File: config.mk
export PLATFORM = sky130hd
export DESIGN_NAME = uart_tx_scheduler_flat
export DESIGN_NICKNAME = d
export VERILOG_FILES = /design/src/rtl/uart_tx_scheduler_if.sv /design/src/rtl/uart_tx_scheduler.sv /design/src/flat_wrapper.sv
export SDC_FILE = /design/constraint.sdc
export NUM_CORES = 1
export LEC_CHECK = 0
export ABC_AREA = 0
export BUFFER_PORTS_ARGS = -buffer_cell sky130_fd_sc_hd__buf_4
export CORE_UTILIZATION = 28
export CTS_CLUSTER_DIAMETER = 100
export DETAILED_ROUTE_END_ITERATION = 12
export GPL_TIMING_DRIVEN = 0
export MAX_ROUTING_LAYER = met4
export SETUP_SLACK_MARGIN = 0.2
export SYNTH_ARGS = -nofsm -noshare
export SYNTH_HDL_FRONTEND = slang
export SYNTH_SLANG_ARGS = --single-unit
File: constraint.sdc
create_clock -name clk -period 5.8 [get_ports clk]
set_clock_uncertainty 0.2 [all_clocks]
set_input_delay 0.58 -clock clk [delete_from_list [all_inputs] [get_ports clk]]
set_output_delay 0.58 -clock clk [all_outputs]
set_load 0.05 [all_outputs]
File: src/rtl/uart_tx_scheduler_if.sv
// rtl/uart_tx_scheduler_if.sv - register-side write port and uart_tx handshake bundle
//
// Signals:
//   wr_en, wr_data      byte write strobe and data from the TX register
//   clr_err             synchronous clear of the sticky error flags
//   tx_busy             busy from uart_tx
//   tx_start, tx_data   start pulse and byte towards uart_tx
//   full, empty, count  FIFO status
//   overflow            sticky, a write was dropped
//   timeout_err         sticky, uart_tx never acknowledged a start
// Modports: slave = scheduler side, master = register / uart_tx side.
interface uart_tx_scheduler_if #(
    parameter int DEPTH = 8
);
    logic                     wr_en;
    logic [7:0]               wr_data;
    logic                     clr_err;
    logic                     tx_busy;
    logic                     tx_start;
    logic [7:0]               tx_data;
    logic                     full;
    logic                     empty;
    logic [$clog2(DEPTH):0]   count;
    logic                     overflow;
    logic                     timeout_err;

    modport slave (
        input  wr_en, wr_data, clr_err, tx_busy,
        output tx_start, tx_data, full, empty, count, overflow, timeout_err
    );

    modport master (
        output wr_en, wr_data, clr_err, tx_busy,
        input  tx_start, tx_data, full, empty, count, overflow, timeout_err
    );
endinterface

File: src/rtl/uart_tx_scheduler.sv
// rtl/uart_tx_scheduler.sv - byte FIFO that launches queued bytes into uart_tx
//
// Ports:
//   clk   rising-edge clock
//   rst   asynchronous active-low reset
//   bus   uart_tx_scheduler_if.slave (write port, uart_tx handshake, status)
// Parameters:
//   DEPTH         FIFO entries, power of two, 2..64
//   BUSY_TIMEOUT  cycles from tx_start by which tx_busy must have risen
module uart_tx_scheduler #(
    parameter int DEPTH        = 8,
    parameter int BUSY_TIMEOUT = 16
) (
    input  logic                 clk,
    input  logic                 rst,
    uart_tx_scheduler_if.slave   bus
);
    localparam int AW = $clog2(DEPTH);
    localparam int CW = AW + 1;
    localparam int TW = $clog2(BUSY_TIMEOUT + 1);

    localparam logic [1:0] S_IDLE      = 2'd0;
    localparam logic [1:0] S_LAUNCH    = 2'd1;
    localparam logic [1:0] S_WAIT_BUSY = 2'd2;
    localparam logic [1:0] S_WAIT_DONE = 2'd3;

    logic [1:0]    state;
    logic [7:0]    mem [DEPTH];
    logic [AW-1:0] wr_ptr;
    logic [AW-1:0] rd_ptr;
    logic [CW-1:0] count_q;
    logic [TW-1:0] tmo_cnt;
    logic [TW-1:0] tmo_next;
    logic [7:0]    tx_data_q;
    logic          overflow_q;
    logic          timeout_q;
    logic          full_w;
    logic          empty_w;
    logic          pop;
    logic          push;
    logic          drop;
    logic          tmo_hit;

    assign full_w  = (count_q == CW'(DEPTH));
    assign empty_w = (count_q == '0);

    // Pop decision uses the registered empty flag, so a byte written this
    // cycle into an empty FIFO can only be popped on the following cycle.
    assign pop  = (state == S_IDLE) && !empty_w && !bus.tx_busy;
    // A full FIFO still accepts a write when the head leaves in the same cycle.
    assign push = bus.wr_en && (!full_w || pop);
    assign drop = bus.wr_en && full_w && !pop;

    // tmo_cnt is cleared in the launch cycle, so after this edge tmo_next + 1
    // cycles have elapsed since tx_start; the flag becomes visible exactly
    // BUSY_TIMEOUT cycles after the start pulse.
    assign tmo_next = tmo_cnt + 1'b1;
    assign tmo_hit  = (state == S_WAIT_BUSY) && !bus.tx_busy &&
                      (tmo_next == TW'(BUSY_TIMEOUT - 1));

    always_ff @(posedge clk) begin
        if (push) begin
            mem[wr_ptr] <= bus.wr_data;
        end
    end

    always_ff @(posedge clk or negedge rst) begin
        if (!rst) begin
            state      <= S_IDLE;
            wr_ptr     <= '0;
            rd_ptr     <= '0;
            count_q    <= '0;
            tmo_cnt    <= '0;
            tx_data_q  <= 8'h00;
            overflow_q <= 1'b0;
            timeout_q  <= 1'b0;
        end else begin
            if (push) begin
                wr_ptr <= wr_ptr + 1'b1;
            end
            if (pop) begin
                rd_ptr    <= rd_ptr + 1'b1;
                tx_data_q <= mem[rd_ptr];
            end
            case ({push, pop})
                2'b10:   count_q <= count_q + 1'b1;
                2'b01:   count_q <= count_q - 1'b1;
                default: count_q <= count_q;
            endcase

            // Error events win over a clear in the same cycle.
            if (drop) begin
                overflow_q <= 1'b1;
            end else if (bus.clr_err) begin
                overflow_q <= 1'b0;
            end
            if (tmo_hit) begin
                timeout_q <= 1'b1;
            end else if (bus.clr_err) begin
                timeout_q <= 1'b0;
            end

            case (state)
                S_IDLE: begin
                    if (pop) begin
                        state <= S_LAUNCH;
                    end
                end
                S_LAUNCH: begin
                    tmo_cnt <= '0;
                    state   <= S_WAIT_BUSY;
                end
                S_WAIT_BUSY: begin
                    if (bus.tx_busy) begin
                        state <= S_WAIT_DONE;
                    end else if (tmo_hit) begin
                        state <= S_IDLE;
                    end else begin
                        tmo_cnt <= tmo_next;
                    end
                end
                S_WAIT_DONE: begin
                    if (!bus.tx_busy) begin
                        state <= S_IDLE;
                    end
                end
                default: state <= S_IDLE;
            endcase
        end
    end

    assign bus.tx_start    = (state == S_LAUNCH);
    assign bus.tx_data     = tx_data_q;
    assign bus.full        = full_w;
    assign bus.empty       = empty_w;
    assign bus.count       = count_q;
    assign bus.overflow    = overflow_q;
    assign bus.timeout_err = timeout_q;
endmodule

File: src/flat_wrapper.sv
// flat-port wrapper written by rule: the top's interface ports become plain ports
module uart_tx_scheduler_flat 
#(
    parameter int DEPTH        = 8,
    parameter int BUSY_TIMEOUT = 16
)
  (clk, rst, bus_wr_en, bus_wr_data, bus_clr_err, bus_tx_busy, bus_tx_start, bus_tx_data, bus_full, bus_empty, bus_count, bus_overflow, bus_timeout_err);
  uart_tx_scheduler_if #(.DEPTH(DEPTH)) bus_i ();
  input  logic clk;
  input  logic rst;
  input wire logic [$bits(bus_i.wr_en)-1:0] bus_wr_en;
  input wire logic [$bits(bus_i.wr_data)-1:0] bus_wr_data;
  input wire logic [$bits(bus_i.clr_err)-1:0] bus_clr_err;
  input wire logic [$bits(bus_i.tx_busy)-1:0] bus_tx_busy;
  output wire logic [$bits(bus_i.tx_start)-1:0] bus_tx_start;
  output wire logic [$bits(bus_i.tx_data)-1:0] bus_tx_data;
  output wire logic [$bits(bus_i.full)-1:0] bus_full;
  output wire logic [$bits(bus_i.empty)-1:0] bus_empty;
  output wire logic [$bits(bus_i.count)-1:0] bus_count;
  output wire logic [$bits(bus_i.overflow)-1:0] bus_overflow;
  output wire logic [$bits(bus_i.timeout_err)-1:0] bus_timeout_err;
  assign bus_i.wr_en = bus_wr_en;
  assign bus_i.wr_data = bus_wr_data;
  assign bus_i.clr_err = bus_clr_err;
  assign bus_i.tx_busy = bus_tx_busy;
  assign bus_tx_start = bus_i.tx_start;
  assign bus_tx_data = bus_i.tx_data;
  assign bus_full = bus_i.full;
  assign bus_empty = bus_i.empty;
  assign bus_count = bus_i.count;
  assign bus_overflow = bus_i.overflow;
  assign bus_timeout_err = bus_i.timeout_err;
  uart_tx_scheduler #(.DEPTH(DEPTH), .BUSY_TIMEOUT(BUSY_TIMEOUT)) u_core (.clk(clk), .rst(rst), .bus(bus_i));
endmodule
# --- Word-level counts from Yosys, hierarchy flattened ---
# Memory sizes are Yosys's and may differ from the RTL's. A register that Yosys moved wholly into a read port is not among the register bits.
# Cells that the tools add are included.
word_totals:
  register_bits: 19
  ram_bits: 64
  in_bits: 13
  out_inout_bits: 17
  word_cells: 60
  mem_count: 1
memory_table:
  columns: ["memory", "depth", "word_bits", "rd", "rd_ports_with_merged_regs", "wr", "line", "rtl"]
  rows:
  - ["u_core.mem", 8, 8, 1, 1, 1, "uart_tx_scheduler.sv:28", "logic [7:0] mem [DEPTH];"]
classes:
  n_addsub: 5
  eq_ne: 12
  n_mux: 14
  n_reduce_logical: 21
op_table:
  columns: ["operator", "n"]
  rows:
  - ["5-bit 2-to-1 mux", 2]
  - ["5-bit case mux with 2 select lines", 1]
  - ["2-bit 2-to-1 mux", 4]
  - ["2-bit case mux with 4 select lines", 1]
  - ["4-bit case mux with 2 select lines", 1]
  - ["2-bit nonzero test", 4]
  - ["1-bit logical AND", 7]
  - ["3-bit by 1-bit adder with 3-bit output, second input constant", 2]
  - ["2-bit equality test, second input constant", 3]
  - ["2-bit != test, second input constant", 3]
  - ["3-bit AND reduction", 2]
  - ["5-bit by 1-bit adder with 5-bit output, second input constant", 1]
  - ["5-bit by 4-bit equality test with 1-bit output, second input constant", 1]
  - ["1-bit logical NOT", 5]
  - ["1-bit 2-to-1 mux", 5]
  - ["4-bit by 1-bit adder with 4-bit output, second input constant", 1]
  - ["2-bit by 1-bit equality test with 1-bit output, second input constant", 2]
  - ["4-bit equality test, second input constant", 1]
  - ["4-bit logical NOT", 1]
  - ["4-bit by 1-bit subtractor with 4-bit output, second input constant", 1]
  - ["3-bit by 2-bit != test with 1-bit output, second input constant", 1]
  - ["2-bit logical NOT", 1]
  - ["2-bit by 1-bit != test with 1-bit output, second input constant", 1]
  - ["1-bit logical OR", 1]

# --- Logic depth before layout (Yosys ltp) ---
logic_depth:
  ltp_word: 8
  depth_mapped: 11
  mapped_depth_nobuf: 8

# --- Worst setup path before layout ---
# No wires, ideal clock.
synth_path:
  path_kind: "reg-to-reg"
  startpoint: "register u_core.count_q[1] (netlist: u_core.bus.count[1])"
  endpoint: "register u_core.count_q[1] (netlist: u_core.bus.count[1])"
  setup_time_ns: 0.126
  arrival_time_ns: 2.895
  required_ns: 5.474
  slack_ns: 2.579
  stages_incl_launch_ff: 10
  path_buffers: 3
  synth_period_minus_slack_ns: 3.221
  path_cell_list: "dfrtp_1 buf_4 nor4_4 or2_1 buf_4 buf_6 o31ai_1 ha_1 mux2_2 a221o_1"
synth_between:
  elab_chain_cells: 8
  word_cells_on_any_way: 14
  cone_classes: "add/sub: 2; eq/ne: 3; mux: 1; reduce/logical: 8"
synth_lines:
  columns: ["item", "line", "rtl"]
  rows:
  - ["from (decl)", "uart_tx_scheduler.sv:31", "logic [CW-1:0] count_q;"]
  - ["from (signal assigned)", "uart_tx_scheduler.sv:86", "2'b10: count_q <= count_q + 1'b1;"]
  - ["from (signal assigned)", "uart_tx_scheduler.sv:87", "2'b01: count_q <= count_q - 1'b1;"]
  - ["from (signal assigned)", "uart_tx_scheduler.sv:88", "default: count_q <= count_q;"]
  - ["4-bit logical NOT (*)", "uart_tx_scheduler.sv:45", "assign empty_w = (count_q == '0);"]
  - ["named net bus_empty", "flat_wrapper.sv:18", "output wire logic [$bits(bus_i.empty)-1:0] bus_empty;"]
  - ["1-bit logical NOT (*)", "uart_tx_scheduler.sv:49", "assign pop = (state == S_IDLE) && !empty_w && !bus.tx_busy;"]
  - ["1-bit logical AND (*) (2 in series)", "uart_tx_scheduler.sv:49", null]
  - ["1-bit logical OR", "uart_tx_scheduler.sv:51", "assign push = bus.wr_en && (!full_w || pop);"]
  - ["1-bit logical AND", "uart_tx_scheduler.sv:51", null]
  - ["2-bit by 1-bit equality test with 1-bit output or 2-bit equality test (tied branches)", "uart_tx_scheduler.sv:85", "case ({push, pop})"]
  - ["4-bit case mux with 2 select lines or 2-bit nonzero test (tied branches)", null, null]
# The timed path passes the listed nets; every way through them passes the cells marked *.
# A chain may end at the register's enable or synchronous reset.

# --- Worst setup path in the final report ---
layout_path:
  startpoint: "register u_core.state[1]"
  endpoint: "register u_core.count_q[1] (netlist: u_core.bus.count[1])"
layout_between:
  elab_chain_cells: 7
  word_cells_on_any_way: 9
  cone_classes: "eq/ne: 2; mux: 1; reduce/logical: 6"
layout_lines:
  columns: ["item", "line", "rtl"]
  rows:
  - ["from (decl)", "uart_tx_scheduler.sv:27", "logic [1:0] state;"]
  - ["from (signal assigned)", "uart_tx_scheduler.sv:69", "state <= S_IDLE;"]
  - ["from (signal assigned)", "uart_tx_scheduler.sv:106", "state <= S_LAUNCH;"]
  - ["from (signal assigned)", "uart_tx_scheduler.sv:111", "state <= S_WAIT_BUSY;"]
  - ["2-bit logical NOT (*)", "uart_tx_scheduler.sv:49", null]
  - ["1-bit logical AND (*) (2 in series)", "uart_tx_scheduler.sv:49", null]
  - ["1-bit logical OR", "uart_tx_scheduler.sv:51", null]
  - ["1-bit logical AND", "uart_tx_scheduler.sv:51", null]
  - ["2-bit by 1-bit equality test with 1-bit output or 2-bit equality test (tied branches)", "uart_tx_scheduler.sv:85", null]
  - ["4-bit case mux with 2 select lines or 2-bit nonzero test (tied branches)", null, null]
# Mark *: on every way between the ends. The rest lies on a longest branch, timed or not.

==> metrics.md <==
| Metric | Value |
|---|---|
| DRC Markers | `0` |
| Area leader, netlist | `sky130_fd_sc_hd__edfxtp_1` |
| Cells along the critical path | `or3_4 > or2_1 > buf_4 > buf_6 > o31ai_1 > ha_1 > mux2_2 > a221o_1` |
| Average wire per cell in the routed design | `15.8 µm` |
| Grt total ovfl | `0` |
| Crit-path leading delay family | `simple AND/OR/NAND/NOR gates` |
| Routability congestion estimate | `0.773` |
| Total Die Area | `13,900 µm²` |
| Setup slack of the most critical reg-to-reg path | `3.07 ns` |
| Unrepaired setup endpoints after global routing | `no` |
| Starting density of the core | `28.6%` |
| Most used flip-flop cell after synthesis | `sky130_fd_sc_hd__edfxtp_1` |
| TritonCTS clock tree | `yes` |
| Number of pins with negative max-slew slack in the final report | `0` |
| Synth Net Count | `247` |
| Number of buffers created by CTS | `9` |
| Sequential element share of the synthesized area | `68.9%` |
| Number of search-and-repair iterations in the first detailed-routing pass | `4` |
| Buffers and inverters on the worst path | `2` |
| Global-route wire length before repair | `11.8 mm` |
| Final-report hold violation count | `0` |
| Top cells by count, synth | `sky130_fd_sc_hd__edfxtp_1 (64), sky130_fd_sc_hd__dfrtp_1 (27), sky130_fd_sc_hd__nand2_1 (26)` |
| Cell type of the slowest stage on the worst timing path | `sky130_fd_sc_hd__dfrtp_1` |
| Power per cell area | `536 nW/µm²` |
| Critical Path Source Type | `flip-flop` |
| Critical-path maximum fanout | `10` |
| Pre-CTS worst setup slack | `2.84 ns` |
| Total placed instance area | `4250 µm²` |
| Vias per cell | `4.56` |
| Footprint of the flip-flops and latches | `2600 µm²` |
| Area Overhead vs Synth | `21.7%` |
| Area of combinational cells with multiple inputs | `1100 µm²` |
| Flop and latch count out of synthesis | `91` |
| Library cells used by synthesis | `42` |
| Chip Height | `118 µm` |
| Number of inserted filler cells in the final layout | `1,242` |
| Worst hold slack after final layout | `0.235 ns` |
| Via count of the first global-routing pass | `2,103` |
| Sort of element at the end of the critical path | `flip-flop` |
| Worst-skew pair later-pin latency | `0.34 ns` |
| Synth top area cells | `sky130_fd_sc_hd__edfxtp_1 (51%), sky130_fd_sc_hd__dfrtp_1 (18%), sky130_fd_sc_hd__mux4_2 (9.6%)` |
| Clock transition at the registers of the reported paths | `0.07 ns` |
| Level count of the clock H-tree | `3` |
| Critical Path Max Stage Delay | `0.42 ns` |
| Required time reported for the critical path endpoint | `5.82 ns` |
| Status | `finished clean` |
| Reported leakage power | `1.70 nW` |
| Synth Instances | `229` |
| Max clock buf depth | `2` |
| Post-layout minimum cycle time | `2.73 ns` |
| Async set-or-reset flop fraction in the synthesized netlist | `29.7%` |
| Maximum operating frequency | `366 MHz` |
| Area share of the largest cell type after synthesis | `50.9%` |
| Row count | `42` |
| Number of sinks on the clock net | `91` |
| Port Buffer Count | `29` |
| Post-route design area | `4590 µm²` |
| EDFF count, synth | `64` |
| Number of antenna violations at the first check in global routing | `0` |
| Power Total | `2.46 mW` |
| Final clock period utilization by the worst path | `47.1%` |
| Total routed wirelength | `7.15 mm` |
| Count leader, synth | `sky130_fd_sc_hd__edfxtp_1` |
| Largest vdd supply drop | `0.169 mV` |
| X dimension of the die | `118 µm` |
| Number of gates resized after cts | `0` |
| Total negative slack | `0 ns` |
| Post-Syn Area | `3770 µm²` |
| Antenna violation net count after detailed routing | `0` |
| Num ports | `30` |
| Number of setup violations in the final report | `0` |
| Root buffer selected by CTS | `sky130_fd_sc_hd__clkbuf_16` |
| Fraction of layout instances using a drive strength above 1 | `29.1%` |
| Worst Setup Slack, final | `3.07 ns` |
| Placeable Area | `13,200 µm²` |
| Syn Area/Cell | `16.5 µm²` |
| HPWL after detailed placement | `4.75 mm` |
| Transition time at the pin with the least slew margin | `0.924 ns` |
| Inserted Diodes | `0` |
| Largest net degree at the start of global routing | `28` |
| Max transition margin | `38.2%` |
| Number of warnings issued by yosys | `0` |
| First-iteration detailed-routing DRC count | `154` |
| Number of vias after detailed routing | `2,072` |
| Hold Path Class | `primary input to flip-flop` |
| Max-cap viol count | `0` |
| Gr usage total | `11.7%` |
| Post-layout net count | `291` |
| CP arrival | `2.75 ns` |
| Crit path kind | `flip-flop to flip-flop` |
-- cells by family after synthesis --
logic type	Yosys count	synth area share (%)
compound gates	24	4.15
xor+xnor	9	2.09
fa+ha+maj	5	1.66
buf+inv	15	2.29
flops	91	68.9
mux	31	13.6
simple gates	54	7.36
-- area by class of cell --
type / count / share of cell area (%)
clock buffers: 9 / 4.91
plain buffers: 11 / 1.55
repair buffers: 33 / 5.45
inverters: 4 / 0.327
well taps: 176 / 4.80
multi-input cells: 123 / 24.1
flip-flops and latches: 91 / 56.6
clock inverters: 7 / 2.32
-- cells in the final DEF (no fill, tap or decap), types with 3 or more instances in the layout --
master	Yosys	final
sky130_fd_sc_hd__nand3_1	4	4
sky130_fd_sc_hd__ha_1	5	5
sky130_fd_sc_hd__dfrtp_1	27	27
sky130_fd_sc_hd__xor2_1	5	5
sky130_fd_sc_hd__clkbuf_16	0	9
sky130_fd_sc_hd__o21ai_0	11	11
sky130_fd_sc_hd__nand2_1	26	26
sky130_fd_sc_hd__mux4_2	16	16
sky130_fd_sc_hd__nor2_1	6	6
sky130_fd_sc_hd__xnor2_1	4	4
sky130_fd_sc_hd__edfxtp_1	64	64
sky130_fd_sc_hd__buf_4	3	35
sky130_fd_sc_hd__inv_1	4	4
sky130_fd_sc_hd__nand2b_1	3	3
sky130_fd_sc_hd__buf_2	3	3
sky130_fd_sc_hd__nor3_1	5	3
sky130_fd_sc_hd__mux2i_1	13	13
-- state kept, by name, summed over array words and instances, names as in the netlist --
| name | flops |
|---|---|
| u_core.mem | 64 |
| u_core.bus.tx_data | 8 |
| u_core.tmo_cnt | 5 |
| u_core.bus.count | 4 |
| u_core.rd_ptr | 3 |
| u_core.wr_ptr | 3 |
| u_core.state | 2 |
| u_core.bus.overflow | 1 |
| u_core.bus.timeout_err | 1 |
-- worst paths after layout --
path,from,cells past startpoint,endpoint
min reg2reg,u_core.bus.tx_data[4],2,u_core.bus.tx_data[4]
min in group asynchronous,rst,2,u_core.tmo_cnt[4]
max,u_core.state[1],8,u_core.bus.count[1]
max in group asynchronous,rst,2,u_core.wr_ptr[2]
min,bus_clr_err,2,u_core.bus.timeout_err
max reg2reg,u_core.state[1],8,u_core.bus.count[1]
-- stage by stage --
stage	util [%]	std cells
after floorplan	-	229
after global placement	31.9	434
after detailed placement	32.2	437
after CTS	34.8	454
after global routing	34.8	454
final	34.8	454
-- metal layers --
layer / vias up / global-route usage (%) / part of all wire (%)
met5: - / - / 0
met4: 0 / 4.81 / 1.7
met3: 11 / 2.96 / 4.3
met2: 58 / 17.4 / 46
met1: 1036 / 15.2 / 48
li1: 967 / - / -
-- worst reg2reg max path: stages, from the launching register on --
cell	delay (ns)
sky130_fd_sc_hd__dfrtp_1	0.42
sky130_fd_sc_hd__or3_4	0.39
sky130_fd_sc_hd__or2_1	0.21
sky130_fd_sc_hd__buf_4	0.15
sky130_fd_sc_hd__buf_6	0.14
sky130_fd_sc_hd__o31ai_1	0.20
sky130_fd_sc_hd__ha_1	0.28
sky130_fd_sc_hd__mux2_2	0.27
sky130_fd_sc_hd__a221o_1	0.35
-- repair_timing --
item | in CTS | in global routing
hold buffers | 1 | 0
hold endpoints to repair | 27 | 0
buffers inserted | 0 | 0
-- power by group --
part / leakage [nW] / internal [mW] / total (mW) / switching [mW]
Combinational: 0.626 / 0.346 / 0.853 / 0.507
Sequential: 0.917 / 0.856 / 0.968 / 0.112
Clock: 0.156 / 0.385 / 0.641 / 0.256
Power figures use the tool's default switching activity.
